[config.mk]
export PLATFORM = sky130hd
export DESIGN_NAME = pipe_stage_register
export DESIGN_NICKNAME = d
export VERILOG_FILES = /design/src/rtl/pipe_pkg.sv /design/src/rtl/pipe_slice.sv /design/src/rtl/pipe_stage_register.sv
export SDC_FILE = /design/constraint.sdc
export NUM_CORES = 1
export LEC_CHECK = 0
export ABC_AREA = 1
export CORE_MARGIN = 3
export CORE_UTILIZATION = 35
export CTS_CLUSTER_DIAMETER = 60
export DETAILED_ROUTE_END_ITERATION = 8
export PLACE_DENSITY = 0.66
export SETUP_SLACK_MARGIN = 0.5
export SLEW_MARGIN = 20
export SYNTH_ARGS = -nofsm -noshare
export SYNTH_HDL_FRONTEND = slang
export SYNTH_SLANG_ARGS = --single-unit
export TNS_END_PERCENT = 10
[constraint.sdc]
create_clock -name clk -period 7.2 [get_ports clk]
set_clock_uncertainty 0.05 [all_clocks]
set_input_delay 0.72 -clock clk [delete_from_list [all_inputs] [get_ports clk]]
set_output_delay 0.72 -clock clk [all_outputs]
set_load 0.05 [all_outputs]
[src/rtl/pipe_pkg.sv]
// Shared definitions for the pipeline stage register family: the MIPS nop
// word, the IF/ID payload layout, and the per-slice control operation.
package pipe_pkg;

    // MIPS "sll $0, $0, 0" encodes as all zeros and serves as the bubble
    localparam logic [31:0] NOP_WORD  = 32'h0000_0000;

    // Bit offsets of the two fields packed into the default 64-bit payload
    localparam int          INSTR_LSB = 0;
    localparam int          PC4_LSB   = 32;

    // Field view of the default IF/ID payload, matching the offsets above
    typedef struct packed {
        logic [31:0] pc_plus_4;
        logic [31:0] instruction;
    } ifid_payload_t;

    // What a single slice does at the next clock edge
    typedef enum logic [1:0] {
        SLICE_HOLD   = 2'd0,
        SLICE_LOAD   = 2'd1,
        SLICE_BUBBLE = 2'd2
    } slice_op_e;

endpackage

[src/rtl/pipe_slice.sv]
// One valid+data register slice. The top decides per edge whether every
// slice loads its upstream neighbour, becomes a bubble, or holds.
module pipe_slice
    import pipe_pkg::*;
#(
    parameter int                    DATA_WIDTH   = 64,
    parameter logic [DATA_WIDTH-1:0] BUBBLE_VALUE = '0
) (
    input  logic                  clk,
    input  slice_op_e             i_op,
    input  logic                  i_valid,
    input  logic [DATA_WIDTH-1:0] i_data,
    output logic                  o_valid,
    output logic [DATA_WIDTH-1:0] o_data
);

    logic                  r_valid;
    logic [DATA_WIDTH-1:0] r_data;

    // Apply the requested operation; bubble also covers reset since reset is synchronous
    always_ff @(posedge clk) begin
        case (i_op)
            SLICE_BUBBLE: begin
                r_valid <= 1'b0;
                r_data  <= BUBBLE_VALUE;
            end
            SLICE_LOAD: begin
                r_valid <= i_valid;
                r_data  <= i_data;
            end
            default: begin
                r_valid <= r_valid;
                r_data  <= r_data;
            end
        endcase
    end

    assign o_valid = r_valid;
    assign o_data  = r_data;

endmodule

[src/rtl/pipe_stage_register.sv]
// Parametrised pipeline stage register: NUM_STAGES chained valid+data slices
// sharing one advance/flush control, with saturating stall and flush counters.
module pipe_stage_register
    import pipe_pkg::*;
#(
    parameter int                    DATA_WIDTH   = 64,
    parameter int                    NUM_STAGES   = 1,
    parameter logic [DATA_WIDTH-1:0] BUBBLE_VALUE = '0,
    parameter bit                    ZERO_INVALID = 1'b1,
    parameter int                    CNT_WIDTH    = 16,
    localparam int                   OCC_WIDTH    = $clog2(NUM_STAGES + 1)
) (
    input  logic                  clk,
    input  logic                  reset,
    input  logic                  enable,
    input  logic                  flush,
    input  logic                  valid_in,
    input  logic [DATA_WIDTH-1:0] data_in,
    output logic                  valid_out,
    output logic [DATA_WIDTH-1:0] data_out,
    output logic [OCC_WIDTH-1:0]  occupancy,
    output logic [CNT_WIDTH-1:0]  stall_count,
    output logic [CNT_WIDTH-1:0]  flush_count
);

    localparam logic [CNT_WIDTH-1:0] CNT_MAX = '1;

    slice_op_e             w_op;
    logic [DATA_WIDTH-1:0] w_stage0Data;
    logic                  w_sliceValid   [NUM_STAGES];
    logic [DATA_WIDTH-1:0] w_sliceData    [NUM_STAGES];
    logic                  w_sliceInValid [NUM_STAGES];
    logic [DATA_WIDTH-1:0] w_sliceInData  [NUM_STAGES];
    logic [OCC_WIDTH-1:0]  w_occupancy;
    logic [CNT_WIDTH-1:0]  r_stallCount;
    logic [CNT_WIDTH-1:0]  r_flushCount;

    // An invalid capture optionally stores the bubble so downstream sees a clean nop
    assign w_stage0Data = (!valid_in && ZERO_INVALID) ? BUBBLE_VALUE : data_in;

    // One shared operation for every slice: reset and flush both bubble, else advance or hold
    always_comb begin
        w_op = SLICE_HOLD;
        if (!reset || flush) begin
            w_op = SLICE_BUBBLE;
        end else if (enable) begin
            w_op = SLICE_LOAD;
        end
    end

    for (genvar gi = 0; gi < NUM_STAGES; gi++) begin : g_slice
        if (gi == 0) begin : g_head
            assign w_sliceInValid[gi] = valid_in;
            assign w_sliceInData[gi]  = w_stage0Data;
        end else begin : g_body
            assign w_sliceInValid[gi] = w_sliceValid[gi-1];
            assign w_sliceInData[gi]  = w_sliceData[gi-1];
        end

        pipe_slice #(
            .DATA_WIDTH   (DATA_WIDTH),
            .BUBBLE_VALUE (BUBBLE_VALUE)
        ) u_slice (
            .clk     (clk),
            .i_op    (w_op),
            .i_valid (w_sliceInValid[gi]),
            .i_data  (w_sliceInData[gi]),
            .o_valid (w_sliceValid[gi]),
            .o_data  (w_sliceData[gi])
        );
    end

    // Population count of the slice valid bits
    always_comb begin
        w_occupancy = '0;
        for (int i = 0; i < NUM_STAGES; i++) begin
            w_occupancy = w_occupancy + OCC_WIDTH'(w_sliceValid[i]);
        end
    end

    // Saturating performance counters; a flush edge is never also counted as a stall
    always_ff @(posedge clk) begin
        if (!reset) begin
            r_stallCount <= '0;
            r_flushCount <= '0;
        end else if (flush) begin
            if (r_flushCount != CNT_MAX) begin
                r_flushCount <= r_flushCount + 1'b1;
            end
        end else if (!enable) begin
            if (r_stallCount != CNT_MAX) begin
                r_stallCount <= r_stallCount + 1'b1;
            end
        end
    end

    assign valid_out   = w_sliceValid[NUM_STAGES-1];
    assign data_out    = w_sliceData[NUM_STAGES-1];
    assign occupancy   = w_occupancy;
    assign stall_count = r_stallCount;
    assign flush_count = r_flushCount;

endmodule

==> summary.md <==
| Metric | Value |
|---|---|
| Cts hold-fix bufs | `0` |
| Required time of the critical path | `around 6.4 ns` |
| Post-CTS setup buffer count | `0` |
| WS Path Type | `reg -> out` |
| Worst min path class | `reg -> reg` |
| Slowest Stage Delay on Critical Path | `0.87 ns` |
| Post-synth top area cell | `edfxtp_1` |
| Mapped Cells | `between 400 and 500` |
| Delay-heaviest family, CP | `buffers and inverters` |
| Synth cell types | `27` |
| Routed WL | `10960 um` |
| Max Slew Vio Count | `0` |
| Die Footprint | `~14000 sq um` |
| Number of setup violations in the final report | `0` |
| Buffers on Ports | `166` |
| CP Max Fanout | `6` |
| Routed Antenna Nets | `0` |
| RR Startpoint | `stall_count[0]` |
| Tightest Pin Transition | `0.8308 ns` |
| Commonest non-fill, non-tap cells in the layout | `clkdlybuf4s50_1, nor2_1, inv_1, nand2_1, edfxtp_1` |
| Post-DP HPWL | `roughly 8100 um` |
| Hold slack | `between 0.4 and 0.5 ns` |
| Starting Density | `between 30% and 40%` |
| Seq/Total Area, Yosys | `between 60 and 70%` |
| Worst reg2reg endpoint | `stall_count[8]` |
| Max H-tree Level | `3` |
| Leading cell type in the layout, fill and taps excluded | `clkdlybuf4s50_1` |
| Post-route DRC violation count | `0` |
| Status | `finished clean` |
| Vert. Die Dim | `about 120 um` |
| N_diodes | `0` |
| Pwr dens | `a little under 200 nW/um^2` |
| Max rail drop VDD | `slightly below 90 uV` |
| DR vias | `between 3000 and 4000` |
| Met2 Resource Use GR | `between 20% and 30%` |
| # rows | `39` |
| Initial antenna violation count | `0` |
| CP Cell Sequence | `clkdlybuf4s50_1` |
| Static leakage | `around 2.7 nW` |
| GRT Total Usage | `between 15 and 20%` |
| Final TNS setup | `0 ns` |
| Initial drt markers | `roughly 190` |
| RSZ-0062 raised after global routing | `false` |
| Worst-skew pair later-pin latency | `0.34 ns` |
| Hold Crit Start | `stall_count[12]` |
| Number of global-route vias before repair | `3480` |
| CP arrival | `~1.7 ns` |
| Dpl cell area | `approximately 6100 sq um` |
| CTS sink count | `between 90 and 100` |
| Clk buf depth | `2` |
| Worst setup margin | `about 4.7 ns` |
| Layout cell share with drive strength beyond 1 | `6.175%` |
| R2R setup slack | `between 5 and 6 ns` |
| Min cycle time layout | `2.466 ns` |
| Post-route cell area | `about 6400 sq um` |
| Synth warnings | `0` |
| Finished Core Util | `54.29%` |
| CP Depth | `1` |
| FF+latch area | `between 2000 and 3000 sq um` |
| Avg Cell Area, Syn | `8.789 sq um` |
| Core Area | `between 10000 and 15000 sq um` |
| Worst Hold Path EP | `stall_count[12]` |
| Post-DR vias/cell | `between 4 and 5` |
| Root Buffer | `clkbuf_16` |
| Total grt overflow | `0` |
| CTS tree | `yes` |
| Fin. Hold Viols | `0` |
| Detailed-router iteration count before antenna repair | `5` |
| Slowest CP cell | `clkdlybuf4s50_1` |
| Fmax | `approximately 400 MHz` |
| M3 GR Usage | `approximately 4.8%` |
| R2r worst-path depth | `10` |
| CTS Buf Count | `9` |
| Largest net degree at the start of global routing | `66` |
| Synth top area cells | `edfxtp_1, dfxtp_1, nor2_1` |
| Fin nets | `730` |
| Post-Syn Area | `4315 sq um` |
| Worst hold path cell count | `2` |
| WL/cell | `13.58 um` |
| # IOs | `approximately 170` |
| Crit path launch type | `flip-flop` |
| FILL cells | `around 1100` |
| Area of the multi-input gates | `between 1000 and 1500 sq um` |
| Grt met1 use | `20.65%` |
| First-pass GRT wire length | `~17000 um` |
| Share of the synthesized area in the top cell type | `45.23%` |
| GRT Max-Usage Layer | `met2` |
| Final Wtd Congestion | `roughly 0.80` |
| Max-cap violations | `0` |
| Net count after synthesis | `562` |
| Worst path bufs/invs | `1` |
| Chip width | `roughly 120 um` |
| Slew headroom | `between 40% and 50%` |
| #FFs+latches synth | `97` |
| Final period utilization | `about a third` |
| Clock slew at reported path FFs | `about 0.060 ns` |
| CP Capture Type | `output port` |
| DP Worst Slack | `4.601 ns` |
| # resized after CTS | `0` |
| Synth-to-layout area growth | `47.35%` |
## cell type report
class	count	share of cell area, %
clock buffers	12	3.719
inverters	94	5.569
clock inverters	4	0.3148
flip-flops and latches	97	40.77
repair buffers	169	26.49
multi-input cells	288	20.33
well taps	143	2.814
## kinds of logic (layout without fill, tap and decap cells)
kind of cell	count (synthesis)	after routing	share of synthesized area, %
AO/OA/AOI/OAI	29	29	3.393
XOR/XNOR	1	1	0.2030
adder cells (fa/ha/maj)	2	2	0.5798
buffers and inverters	106	279	10.03
flip-flops	97	97	60.08
AND/OR/NAND/NOR	256	256	25.72
## metrics by stage
stage | total power [mW] | cells
after floorplan | 0.7435 | 491
after global placement | 0.8312 | 791
after global routing | 1.296 | 807
final | 1.241 | 807
after CTS | 1.261 | 807
after detailed placement | 0.8333 | 791
## worst register-to-register path: cells and delay by family (launching register included)
| family | cells | cell delay [ns] |
|---|---|---|
| flops | 1 | 0.40 |
| buf+inv | 1 | 0.08 |
| fa+ha+maj | 1 | 0.22 |
| simple gates | 8 | 0.82 |
## registers in the layout, indices dropped and copies added, names as in the netlist
| signal | flops |
|---|---|
| flush_count | 16 |
| g_slice.u_slice.o_data | 64 |
| g_slice.u_slice.o_valid | 1 |
| stall_count | 16 |
## how the worst max path moves through the flow
| stage | slack [ns] | endpoint | start |
|---|---|---|---|
| finish | 4.73 | stall_count[6] | stall_count[6] |
| global route | 4.69 | stall_count[6] | stall_count[6] |
| CTS | 4.73 | stall_count[6] | stall_count[6] |
| detailed placement | 4.60 | g_slice[0].u_slice.o_data[55] | flush |
| global placement | 4.63 | g_slice[0].u_slice.o_data[41] | flush |
| floorplan | 4.34 | g_slice[0].u_slice.o_data[0] | reset |
## metal layers
layer  routed length (um)  vias to the layer above
met5                    0                        -
met4                  156                        0
met3                 1000                       13
met2                 4885                      150
met1                 4918                     1624
li1                     -                     1862
## Yosys cell counts
| cell type | n |
|---|---|
| clkbuf_1 | 2 |
| o21ai_0 | 8 |
| edfxtp_1 | 65 |
| nand3_4 | 1 |
| a31oi_1 | 1 |
| nand2_2 | 6 |
| nand2_4 | 1 |
| and3_1 | 1 |
| and2_1 | 1 |
| ha_1 | 2 |
| nand3b_1 | 1 |
| nand2_1 | 73 |
| clkinv_2 | 1 |
| inv_1 | 88 |
| nor2_4 | 6 |
| dfxtp_1 | 32 |
| a21oi_1 | 20 |
| buf_4 | 6 |
| buf_2 | 3 |
| buf_6 | 1 |
| inv_2 | 5 |
| nor2_1 | 127 |
| nand3_1 | 27 |
| nor2_2 | 4 |
| nor3_1 | 4 |
| xor2_1 | 1 |
| nand4_1 | 4 |
## where the power goes
| group | internal, mW | total (mW) | switching (mW) | leakage [nW] |
|---|---|---|---|---|
| clock network | 0.232 | 0.421 | 0.189 | 0.130 |
| logic | 0.0764 | 0.197 | 0.121 | 1.57 |
| registers | 0.615 | 0.623 | 0.00848 | 1.01 |
No activity file was read; power rests on OpenSTA's default activity.
